<file path="src/rtl/dmem_access_ctrl.sv">
// Load/store access controller for a word-wide, single-port data memory.
// Handles big-endian byte/half lanes, alignment checks and read-modify-write sub-word stores.
module dmem_access_ctrl #(
  parameter int ADDRESS_WIDTH = 16,
  parameter int DATA_WIDTH    = 32
) (
  input  logic                     Clk,
  input  logic                     Rst_n,
  input  logic                     Req,
  input  logic [2:0]               Op,
  input  logic [31:0]              Addr,
  input  logic [DATA_WIDTH-1:0]    StoreData,
  output logic                     Busy,
  output logic                     Done,
  output logic                     AlignErr,
  output logic [DATA_WIDTH-1:0]    LoadData,
  output logic [ADDRESS_WIDTH-1:0] MemAddr,
  output logic [DATA_WIDTH-1:0]    MemWriteData,
  input  logic [DATA_WIDTH-1:0]    MemReadData,
  output logic                     MemWrite
);

  localparam logic [2:0] OP_LB  = 3'd0;
  localparam logic [2:0] OP_LH  = 3'd1;
  localparam logic [2:0] OP_LW  = 3'd2;
  localparam logic [2:0] OP_LBU = 3'd3;
  localparam logic [2:0] OP_LHU = 3'd4;
  localparam logic [2:0] OP_SB  = 3'd5;
  localparam logic [2:0] OP_SH  = 3'd6;
  localparam logic [2:0] OP_SW  = 3'd7;

  typedef enum logic [1:0] {IDLE, READ, WRITE, DONE} state_t;

  typedef struct packed {
    logic [2:0]  op;
    logic [1:0]  off;
    logic [15:0] sdata;
    logic        err;
  } req_t;

  state_t state, state_nxt;
  req_t   req_q;

  logic                  accept;
  logic                  misalign;
  logic                  is_store_q;
  logic [7:0]            rd_byte;
  logic [15:0]           rd_half;
  logic [DATA_WIDTH-1:0] load_ext;
  logic [DATA_WIDTH-1:0] merged;

  // Bits above the word-index field are deliberately ignored.
  logic unused_addr_hi;
  assign unused_addr_hi = ^Addr[31:ADDRESS_WIDTH+2];

  assign accept     = (state == IDLE) && Req;
  assign is_store_q = (req_q.op == OP_SB) || (req_q.op == OP_SH);

  always_comb begin
    misalign = 1'b0;
    case (Op)
      OP_LH, OP_LHU, OP_SH: misalign = Addr[0];
      OP_LW, OP_SW:         misalign = (Addr[1:0] != 2'b00);
      default:              misalign = 1'b0;
    endcase
  end

  always_ff @(posedge Clk or negedge Rst_n) begin
    if (!Rst_n) state <= IDLE;
    else        state <= state_nxt;
  end

  always_comb begin
    state_nxt = state;
    case (state)
      IDLE:    if (Req) state_nxt = misalign ? DONE : ((Op == OP_SW) ? WRITE : READ);
      READ:    state_nxt = is_store_q ? WRITE : DONE;
      WRITE:   state_nxt = DONE;
      DONE:    state_nxt = IDLE;
      default: state_nxt = IDLE;
    endcase
  end

  // Decoded from registered state so reset kills MemWrite without waiting for an edge.
  assign Busy     = (state != IDLE);
  assign Done     = (state == DONE);
  assign AlignErr = (state == DONE) && req_q.err;
  assign MemWrite = (state == WRITE);

  // Big-endian lanes: offset 0 is the most significant byte.
  always_comb begin
    rd_byte = MemReadData[31:24];
    case (req_q.off)
      2'd1:    rd_byte = MemReadData[23:16];
      2'd2:    rd_byte = MemReadData[15:8];
      2'd3:    rd_byte = MemReadData[7:0];
      default: rd_byte = MemReadData[31:24];
    endcase
    rd_half = req_q.off[1] ? MemReadData[15:0] : MemReadData[31:16];

    case (req_q.op)
      OP_LB:   load_ext = {{24{rd_byte[7]}}, rd_byte};
      OP_LBU:  load_ext = {24'd0, rd_byte};
      OP_LH:   load_ext = {{16{rd_half[15]}}, rd_half};
      OP_LHU:  load_ext = {16'd0, rd_half};
      default: load_ext = MemReadData;
    endcase

    merged = MemReadData;
    if (req_q.op == OP_SB) begin
      case (req_q.off)
        2'd0:    merged[31:24] = req_q.sdata[7:0];
        2'd1:    merged[23:16] = req_q.sdata[7:0];
        2'd2:    merged[15:8]  = req_q.sdata[7:0];
        default: merged[7:0]   = req_q.sdata[7:0];
      endcase
    end else if (req_q.off[1]) begin
      merged[15:0]  = req_q.sdata;
    end else begin
      merged[31:16] = req_q.sdata;
    end
  end

  always_ff @(posedge Clk or negedge Rst_n) begin
    if (!Rst_n) begin
      req_q        <= '0;
      MemAddr      <= '0;
      MemWriteData <= '0;
      LoadData     <= '0;
    end else begin
      if (accept) begin
        req_q.op    <= Op;
        req_q.off   <= Addr[1:0];
        req_q.sdata <= StoreData[15:0];
        req_q.err   <= misalign;
        MemAddr     <= Addr[ADDRESS_WIDTH+1:2];
        if (!misalign && (Op == OP_SW)) MemWriteData <= StoreData;
      end
      if (state == READ) begin
        if (is_store_q) MemWriteData <= merged;
        else            LoadData     <= load_ext;
      end
    end
  end

endmodule

</file>
<file path="config.mk">
export PLATFORM = sky130hd
export DESIGN_NAME = dmem_access_ctrl
export DESIGN_NICKNAME = d
export VERILOG_FILES = /design/src/rtl/dmem_access_ctrl.sv
export SDC_FILE = /design/constraint.sdc
export NUM_CORES = 1
export LEC_CHECK = 0
export ABC_AREA = 0
export BUFFER_PORTS_ARGS = -buffer_cell sky130_fd_sc_hd__buf_4
export CAP_MARGIN = 20
export CORE_MARGIN = 2
export CORE_UTILIZATION = 35
export DETAILED_ROUTE_END_ITERATION = 8
export GPL_ROUTABILITY_DRIVEN = 0
export PLACE_DENSITY_LB_ADDON = 0.15
export SLEW_MARGIN = 20
export SYNTH_ARGS = -nofsm -noshare
export SYNTH_HDL_FRONTEND = slang
export SYNTH_SLANG_ARGS = --single-unit
</file>
<file path="constraint.sdc">
create_clock -name Clk -period 2.65 [get_ports Clk]
set_clock_uncertainty 0.2 [all_clocks]
set_input_delay 0.1325 -clock Clk [delete_from_list [all_inputs] [get_ports Clk]]
set_output_delay 0.1325 -clock Clk [all_outputs]
set_load 0.005 [all_outputs]
</file>
Yosys cells after proc, flatten, opt, wreduce, memory -nomap -nowiden
Cells that the tools add are included.
{"block": "op_classes", "n_eq_ne": 17, "mux": 20, "n_bitwise": 1, "reduce_logical": 14}
{"op": "2-to-1 mux 32 bit", "n": 5}
{"op": "case mux 32 bit (4 select lines)", "n": 1}
{"op": "2-to-1 mux 16 bit", "n": 3}
{"op": "2-to-1 mux 8 bit", "n": 4}
{"op": "case mux 8 bit (3 select lines)", "n": 1}
{"op": "equality test 3 bit, second input constant", "n": 6}
{"op": "equality test 2 bit, second input constant", "n": 4}
{"op": "case mux 2 bit (4 select lines)", "n": 1}
{"op": "equality test 3 x 1 -> 1 bit, second input constant", "n": 2}
{"op": "equality test 3 x 2 -> 1 bit, second input constant", "n": 2}
{"op": "2-to-1 mux 2 bit", "n": 3}
{"op": "OR reduction 3 bit", "n": 2}
{"op": "equality test 2 x 1 -> 1 bit, second input constant", "n": 2}
{"op": "logical NOT 2 bit", "n": 2}
{"op": "nonzero test 2 bit", "n": 2}
{"op": "logical AND 1 bit", "n": 3}
{"op": "logical NOT 3 bit", "n": 1}
{"op": "!= test 2 bit, second input constant", "n": 1}
{"op": "case mux 1 bit (2 select lines)", "n": 1}
{"op": "AND reduction 2 bit", "n": 1}
{"op": "OR reduction 2 bit", "n": 1}
{"op": "logical NOT 1 bit", "n": 1}
{"op": "logical OR 1 bit", "n": 1}
{"op": "2-to-1 mux 1 bit", "n": 1}
{"op": "NOT 1 bit", "n": 1}
{"block": "totals", "regBits": 104, "input_bits": 102, "output_inout_bits": 84, "elab_cells": 60}

Logic depth before layout (Yosys ltp)
Gate-level depths: netlist (run 1).
{"block": "depth", "word_depth": 9, "depth_mapped": 8, "depth_no_buf": 6}

Least setup slack after synthesis (run 1)
Ideal clock, no wire load.
{"block": "synth_path", "path_kind": "register to register", "from": "register state[0]", "to": "register MemWriteData[0]", "setup_ns": 0.137, "arrival_time_ns": 1.711, "t_required_ns": 2.313, "setup_slack_ns": 0.602, "path_stages_with_launch": 9, "period_less_slack_ns": 2.048, "cell_sequence": "dfrtp_1 inv_1 ha_1 nand2_1 or4_1 buf_2 buf_6 mux2i_1 a21oi_1"}
{"block": "synth_between", "elab_chain_cells": 5, "word_cells_on_any_way": 6, "cone_classes": "1 x eq/ne; 3 x mux; 2 x reduce/logical"}
{"element": "start, declared", "line_no": "41", "text": "state_t state, state_nxt;"}
{"element": "start signal, assigned", "line_no": "70", "text": "else state <= state_nxt;"}
{"element": "logical NOT 2 bit", "line_no": "56", "text": "assign accept = (state == IDLE) && Req;"}
{"element": "logical AND 1 bit", "line_no": "56"}
{"element": "2-to-1 mux 32 bit", "line_no": "131", "text": "if (accept) begin"}
{"element": "2-to-1 mux 32 bit", "line_no": "140", "text": "if (is_store_q) MemWriteData <= merged;"}
{"element": "2-to-1 mux 32 bit (*)", "line_no": "139", "text": "if (state == READ) begin"}
{"element": "end signal, assigned", "line_no": "137", "text": "if (!misalign && (Op == OP_SW)) MemWriteData <= StoreData;"}
{"element": "end signal, assigned", "line_no": "140"}
{"element": "end, declared", "line_no": "18", "text": "output logic [DATA_WIDTH-1:0] MemWriteData,"}
Every way passes the cells marked *; elsewhere a longest branch is shown, timed or not.
A chain may end at the register's enable or synchronous reset.

Final worst setup path (run 1)
{"block": "layout_path", "from": "register state[0]", "to": "register MemWriteData[18]"}
The elaborated chain is that of the path after synthesis.

==> out/metrics.cfg, run 1 <==
[grt]
grt_max_degree=41
grtUsageTotal_pct=21.9
grt_pass1_wl_um=28000
grt_pass1_vias=5044
overflow=0
antenna_found_initial=0

[die]
initial_core_util_pct=36.1
io_pins=186
core_area_mm2=0.0153
placementRows=45
die_h_um=130
dieArea_mm2=0.0168
die_x_um=130

[route]
drc=0
vias_per_cell=5.19
wl_per_cell_um=19.0
via_count=5047
drt-total-wl_um=18400
drtIter0Drc=302
first_pass_iters=5
antenna_left=0

[cells_and_area]
syn2layout_area_growth_pct=48.6
layout.cells.non_filler=972
diodes=0
register_area_mm2=0.00260
layout-drive-gt1-share_pct=34.0
finalNetCount=863
fin_util_pct=53.6
fillers=1345
multiInputGateArea_mm2=0.00268

[cts]
cts.sinks=104
clkTransAtPathRegs_ns=0.07
clock_latency_ns=0.35
cts-htree-levels=3
cts_buffers=9
cts.path.max_buffers=2
cts_tree=done
postCtsSetupBuffers=0
root_buffer=clkbuf_16

[setup_path]
reg2reg_depth=7
crit_chain=inv_1, ha_1, nand2_1, or4_2, buf_4, mux2i_1, mux2i_1
crit_fanout=32
arrival_ns=2.44
critPathMostFrequentCell=mux2i_1
critical_path_class=flip-flop to flip-flop
startpoint_type=flip-flop
slowest_stage=or4_2
cp_slowest_stage_delay_ns=0.61
required_ns=2.68
end_kind=flip-flop

[logic_synthesis]
ys_warn_count=0
syn_nets=616
netlist_area_mm2=0.00553
synth_common_cells=104 x dfrtp_1, 67 x mux2i_1, 38 x mux2_2, 37 x nand2_1, 35 x a21oi_1
avgSynthCellArea_um2=10.9
synth_seq_area_share_pct=47.1
synth.distinct_cells=46
yosysTopAreaCellShare_pct=47.1
synth_seq_cells=104
yosysMostFrequentCell=dfrtp_1
synth-edff-count=0
synth_top_cell_by_area=dfrtp_1
yosys-top-cells-area=dfrtp_1 47%, mux2i_1 12%, mux2_2 7.7%
ys.flop_type=dfrtp_1
synthCells=509
async_reset_ff_share_pct=100

[sta]
finalSetupViolations=0
min_period_over_period_pct=90.9
timing.setup.tns_ns=0
rsz0062_at_grt=no
worst_pin_slew_ns=0.782
max_freq_ghz=0.415
finalMaxSlewViolations=0
fin_crit_ns=2.41
maxSlewHeadroom_pct=47.4
finalHoldViolCount=0

[run_status]
status=finished clean

[place]
portBuffers=171
place_hpwl_um=12900
placedCellCount=869

[hold_path]
hold_class=input pin to async pin

[power]
p_leak_nw=3.86
ir_drop_mv=0.546
p_per_area_mw_per_mm2=1110

[run]
max_cap_violations=0

[cells in the final DEF, fill, tap and decap left out, drive strengths merged, types with 3 or more instances in the layout]
master	n
buf	189
nand3	3
mux2i	67
a211oi	16
clkbuf	12
mux2	38
dlygate4sd3	87
o21ai	33
inv	5
a22oi	7
nor3	11
dfrtp	104
nand2	37
o221ai	23
ha	5
nor2b	3
nor2	29
and3	9
a21oi	38
nand2b	11
o22a	8
[worst paths after layout]
path	start	endpoint	slack [ns]
worst max-delay path	state[0]	MemWriteData[18]	0.24
worst min-delay path	Rst_n	LoadData[24]	0.11
worst max register to register	state[0]	MemWriteData[18]	0.24
worst min register to register	req_q[0]	req_q[0]	0.30
max in group asynchronous	Rst_n	MemAddr[5]	1.32
min in group Clk	req_q[0]	req_q[0]	0.30
[state kept, by name (all words and copies together), names as in the netlist]
register and cells:
req_q 22, state 2, MemWriteData 32, LoadData 32, MemAddr 16
[power by group]
part / internal [mW] / switching, mW
Combinational: 2.35 / 2.29
Clock: 0.882 / 0.600
Sequential: 2.41 / 0.597
[logic make-up after synthesis]
| group | synth area share [%] |
|---|---|
| compound gates | 17.5 |
| simple gates | 9.60 |
| mux | 19.9 |
| flops | 47.1 |
| buf+inv | 4.50 |
| fa+ha+maj | 1.13 |
| xor+xnor | 0.294 |
[metrics by stage]
| step | hold slack [ns] | area, um2 | total power, mW | setup WS, ns |
|---|---|---|---|---|
| global route | 0.144 | 8210 | 9.78 | 0.115 |
| floorplan | -0.363 | 5530 | 5.62 | 0.602 |
| detailed placement | -0.0469 | 7010 | 7.54 | 0.240 |
| global placement | -0.0529 | 7010 | 7.40 | 0.317 |
| CTS | 0.119 | 8210 | 9.16 | 0.235 |
| finish | 0.105 | 8210 | 9.12 | 0.242 |
[what timing repair did]
action	in CTS	in global routing
resized for setup	0	0
hold buffers	87	0
endpoints found under the hold margin	133	0
[area by class of cell]
type	instances	area share (%)
inverters	6	0.274
multi-input cells	359	32.6
clock inverters	4	0.929
flip-flops and latches	104	31.7
clock buffers	12	3.12
well taps	211	3.21
repair buffers	276	28.2
[worst max-delay path: cells and delay by family (launching register included)]
family | cells | cell delay, ns
multiplexers | 2 | 0.35
buffers and inverters | 2 | 0.43
AND/OR/NAND/NOR | 2 | 0.68
flip-flops | 1 | 0.42
adder cells (fa/ha/maj) | 1 | 0.18
[layer usage]
metal	vias to the layer above	wire, um	track usage [%]
met4	0	390	6.20
li1	2358	-	-
met3	24	1290	4.75
met2	242	9030	36.8
met1	2423	7720	28.6
met5	-	0	0
(Power assumes the default switching activity.)
==> run 2, diff against run 1 <==
- CORE_UTILIZATION: 35 -> 40
==> out/metrics.cfg, run 2 (same netlist as run 1, synthesis figures left out) <==
[place]
placedCellCount=833  ; -4.1%
pre_cts_ws_ns=0.243  ; +0.00290 ns
portBuffers=171  ; unchanged
place_hpwl_um=12200  ; -4.9%

[die]
initial_core_util_pct=41.4  ; +5.3 points
io_pins=186  ; unchanged
core_area_mm2=0.0133  ; -13%
dieArea_mm2=0.0148  ; -12%
die_x_um=122  ; -6.3%
placementRows=42  ; -6.7%
die_h_um=122  ; -6.3%

[cts]
postCtsSetupBuffers=0  ; unchanged
clock_latency_ns=0.35  ; about the same
cts.sinks=104  ; unchanged
clkTransAtPathRegs_ns=0.07  ; about the same
cts_tree=done
cts-htree-levels=3  ; unchanged
cts.path.max_buffers=2  ; unchanged
cts_buffers=9  ; unchanged
root_buffer=clkbuf_16

[route]
highest_layer=met4
first_pass_iters=4  ; -1
drtIter0Drc=487  ; +61%
wl_met2_um=8710  ; -3.6%
antenna_left=0  ; unchanged
vias_per_cell=5.39  ; +3.9%
drt-total-wl_um=17700  ; -4.2%
wl_met1_um=7390  ; -4.3%
wl_per_cell_um=18.9  ; -0.49%
drc=0  ; unchanged
wl_met3_um=1100  ; -15%
via_count=5049  ; +0.040%

[cells_and_area]
final_common_cell=buf_4
layout.cells.non_filler=936  ; -3.7%
diodes=0  ; unchanged
syn2layout_area_growth_pct=47.3
final_cell_mix=187 x buf_4, 104 x dfrtp_1, 87 x dlygate4sd3_1
layout-drive-gt1-share_pct=34.1  ; +0.045 points
reg_top3=LoadData x32, MemWriteData x32, req_q x22
finalNetCount=862  ; -0.12%

[setup_path]
critPathMostFrequentCell=mux2i_1
r2r-end=MemWriteData[19]
crit_fanout=32  ; unchanged
critical_path_class=flip-flop to flip-flop
arrival_ns=2.45  ; about the same
rrSetupSlack_ns=0.21  ; -0.03 ns
slowest_stage=or4_2
reg2reg_depth=7  ; unchanged
r2r-start=state[0]
crit_chain=inv_1, ha_1, nand2_2, or4_2, buf_4, mux2i_1, mux2i_1
cp_slowest_stage_delay_ns=0.60  ; about the same
startpoint_type=flip-flop
critical_path.startpoint=state[0]
end_kind=flip-flop
required_ns=2.67  ; about the same

[sta]
worst_pin_slew_ns=0.755  ; -0.0279 ns
fin_crit_ns=2.44  ; +0.0286 ns
maxSlewHeadroom_pct=49.3  ; +1.9 points
timing.setup.tns_ns=0  ; unchanged
finalSetupViolations=0  ; unchanged
finalMaxSlewViolations=0  ; unchanged
max_freq_ghz=0.410  ; -1.2%
timing.final.ws_setup_ns=0.214  ; -0.0286 ns
hold-worst-slack_ns=0.151  ; +0.0458 ns
min_period_over_period_pct=91.9  ; +1.1 points
rsz0062_at_grt=no
finalHoldViolCount=0  ; unchanged

[power]
p_total_mw=9.06  ; -0.64%
ir_drop_mv=0.479  ; -12%
p_leak_nw=3.85  ; -0.36%
p_per_area_mw_per_mm2=1110  ; +0.23%

[run]
max_cap_violations=0  ; unchanged

[grt]
grt_pass1_wl_um=27200  ; -2.8%
antenna_found_initial=0  ; unchanged
grt_pass1_vias=5062  ; +0.36%
grt_max_degree=61  ; +49%
grtUsageTotal_pct=24.1  ; +2.2 points
overflow=0  ; unchanged

[hold_path]
hold_class=input pin to async pin

[run_status]
status=finished clean

[run 2: changes by cell type in the layout (fill, tap and decap cells not counted), sizes merged]
cell,delta
clkinvlp,+1
buf,-1
clkbuf,-1
[run 2: how the worst max path moves through the flow]
stage | endpoint | slack [ns] | depth (start not counted)
finish | MemWriteData[19] | 0.21 | 7
floorplan | MemWriteData[0] | 0.60 | 8
CTS | MemWriteData[19] | 0.22 | 7
detailed placement | MemWriteData[19] | 0.24 | 7
global placement | MemWriteData[18] | 0.31 | 7
global route | LoadData[25] | 0.10 | 5
[run 2: worst max-delay path, delay by kind of cell (launching register included)]
family / cells / cell delay, ns
adders and majority gates: 1 / 0.21
buffers and inverters: 2 / 0.45
DFF: 1 / 0.42
muxes: 2 / 0.33
and+or+nand+nor: 2 / 0.66
[run 2: through the flow]
step	area, um2	utilization, %
final	8140	61.0
after global routing	8140	61.0
after CTS	8140	61.0
after detailed placement	6950	52.1
after global placement	6950	52.1
after floorplan	5530	-
[run 2: timing repair]
item,4_1_cts,5_1_grt
hold buffers,87,0
endpoints found under the hold margin,143,0
gates resized for setup,0,0
[run 2: power breakdown]
group	internal [mW]	total [mW]	switching (mW)
sequential	2.41	2.97	0.567
combinational	2.34	4.63	2.29
clock	0.853	1.46	0.604
[run 2: routing by layer]
layer	track usage, %	vias to the layer above
li1	-	2360
met1	31.5	2452
met2	40.5	209
met3	3.42	28
met4	9.55	0
met5	0	-
[run 2: layout make-up]
type | instances | area [um2]
Tap cell | 176 | 220
Multi-Input combinational cell | 359 | 2680
Sequential cell | 104 | 2600
Clock inverter | 5 | 80.1
Fill cell | 1110 | 5200
Timing Repair Buffer | 275 | 2290
Clock buffer | 11 | 243
Inverter | 6 | 22.5
==> run 3, diff against run 2 <==
==> constraint.sdc (replaced) <==
create_clock -name Clk -period 2.65 [get_ports Clk]
set_clock_uncertainty 0.2 [all_clocks]
set_input_delay 0.265 -clock Clk [delete_from_list [all_inputs] [get_ports Clk]]
set_output_delay 0.265 -clock Clk [all_outputs]
set_load 0.005 [all_outputs]
==> out/metrics.cfg, run 3 (same netlist as run 1, synthesis figures left out) <==
[run_status]
status=finished clean

[route]
wl_met2_um=8650  ; -0.69%
wl_met3_um=1180  ; +7.9%
wl_per_cell_um=19.2  ; +1.5%
vias_per_cell=5.45  ; +1.1%
drc=0  ; unchanged
via_count=4977  ; -1.4%
first_pass_iters=5  ; +1
wl_met1_um=7270  ; -1.6%
antenna_left=0  ; unchanged
highest_layer=met4
drtIter0Drc=320  ; -34%
drt-total-wl_um=17500  ; -1.0%

[grt]
grt_pass1_vias=4952  ; -2.2%
grtUsageTotal_pct=23.7  ; -0.38 points
overflow=0  ; unchanged
grt_pass1_wl_um=26600  ; -2.1%
antenna_found_initial=0  ; unchanged
grt_max_degree=61  ; unchanged

[sta]
min_period_over_period_pct=90.7  ; -1.2 points
hold-worst-slack_ns=0.00411  ; -0.147 ns
maxSlewHeadroom_pct=47.4  ; -1.9 points
fin_crit_ns=2.40  ; -0.0319 ns
max_freq_ghz=0.416  ; +1.3%
rsz0062_at_grt=no
finalSetupViolations=0  ; unchanged
timing.setup.tns_ns=0  ; unchanged
worst_pin_slew_ns=0.783  ; +0.0288 ns
finalHoldViolCount=0  ; unchanged
finalMaxSlewViolations=0  ; unchanged

[die]
core_area_mm2=0.0133  ; unchanged
io_pins=186  ; unchanged
die_x_um=122  ; unchanged
placementRows=42  ; unchanged
initial_core_util_pct=41.4  ; unchanged
die_h_um=122  ; unchanged
dieArea_mm2=0.0148  ; unchanged

[setup_path]
required_ns=2.72  ; +0.05 ns
cp_slowest_stage_delay_ns=0.60  ; about the same
crit_chain=inv_1, ha_1, nand2_2, or4_2, buf_4, mux2i_1, o21ai_0
slowest_stage=or4_2
crit_fanout=32  ; unchanged
critical_path_class=flip-flop to flip-flop
startpoint_type=flip-flop
arrival_ns=2.47  ; +0.02 ns
end_kind=flip-flop

[cells_and_area]
layout-drive-gt1-share_pct=35.5  ; +1.4 points
final_common_cell=buf_4
fillers=1133  ; +2.1%
register_area_mm2=0.00260  ; unchanged
final_cell_mix=188 x buf_4, 104 x dfrtp_1, 67 x mux2i_1
multiInputGateArea_mm2=0.00268  ; unchanged
reg_top3=LoadData x32, MemWriteData x32, req_q x22
finalNetCount=838  ; -2.8%
syn2layout_area_growth_pct=43.1

[power]
p_comb_share_pct=51.1  ; about the same
swShare_pct=38.2  ; +0.052 points
p_clk_share_pct=16.3  ; +0.2 points
p_int_mw=5.59  ; -0.27%
p_leak_nw=3.76  ; -2.4%
ir_drop_mv=0.530  ; +11%
p_per_area_mw_per_mm2=1140  ; +2.8%
p_sw_mw=3.45  ; about the same
p_seq_share_pct=32.7  ; about the same

[place]
place_hpwl_um=12300  ; +0.42%
portBuffers=171  ; unchanged

[hold_path]
hold_class=input pin to flip-flop

[cts]
cts.path.max_buffers=2  ; unchanged
root_buffer=clkbuf_16
clock_latency_ns=0.35  ; about the same
cts.sinks=104  ; unchanged
cts_buffers=9  ; unchanged
clkTransAtPathRegs_ns=0.07  ; about the same
cts_resized=0  ; unchanged
cts_tree=done
cts-htree-levels=3  ; unchanged
postCtsSetupBuffers=0  ; unchanged

[run]
max_cap_violations=0  ; unchanged

==> run 3: changes by cell type in the layout (fill, tap and decap cells not counted), sizes merged <==
cell         delta
buf             +1
clkbuf          -1
clkinv          +1
clkinvlp        -1
diode           +1
dlygate4sd3    -25
inv             +1
==> run 3: per-layer routing <==
layer / up-vias / track usage [%]
li1: 2307 / -
met1: 2428 / 30.5
met2: 214 / 40.0
met3: 28 / 4.63
met4: 0 / 8.26
met5: - / 0
==> run 3: what timing repair did <==
item                                    CTS  global route
hold endpoints to repair                109             0
hold buffers                             62             0
endpoints found under the setup margin    0             0
==> run 3: area by class of cell <==
class | instances | area share (%)
Antenna cell | 1 | 0.0316
Clock buffer | 10 | 3.02
Clock inverter | 6 | 1.14
Inverter | 6 | 0.285
Multi-Input combinational cell | 359 | 33.9
Sequential cell | 104 | 32.9
Tap cell | 176 | 2.78
Timing Repair Buffer | 251 | 25.9
==> run 3: worst max-delay path: cells and delay by family (launching register included) <==
kind | cells | cell delay [ns]
flip-flops | 1 | 0.42
buffers and inverters | 2 | 0.45
AO/OA/AOI/OAI | 1 | 0.19
adder cells (fa/ha/maj) | 1 | 0.21
multiplexers | 1 | 0.18
AND/OR/NAND/NOR | 2 | 0.66
==> run 3: metrics by stage <==
stage | setup slack (ns) | util (%) | power, mW | std cells | cell area (um2)
finish | 0.246 | 59.3 | 9.04 | 913 | 7910
global route | 0.107 | 59.2 | 9.69 | 912 | 7910
CTS | 0.240 | 59.2 | 9.10 | 912 | 7910
detailed placement | 0.247 | 52.1 | 7.52 | 834 | 6960
global placement | 0.304 | 52.1 | 7.39 | 834 | 6960
floorplan | 0.602 | - | 5.62 | 509 | 5530
==> run 3: worst paths after layout <==
check	startpoint	endpoint	slack, ns	cells after the start
min in group asynchronous	Rst_n	LoadData[11]	0.26	2
max reg2reg	state[0]	MemWriteData[13]	0.25	7
max	state[0]	MemWriteData[13]	0.25	7
max in group asynchronous	Rst_n	req_q[18]	1.25	3
min reg2reg	req_q[0]	req_q[0]	0.29	2
min	StoreData[19]	MemWriteData[19]	0.004	3
==> run 3: power by group through the flow <==
stage,sequential (mW),combinational (mW),clock [mW]
finish,2.96,4.62,1.47
global route,3.06,5.05,1.58
CTS,2.95,4.64,1.51
detailed placement,2.98,4.54,0
global placement,2.94,4.44,0
floorplan,2.87,2.75,0
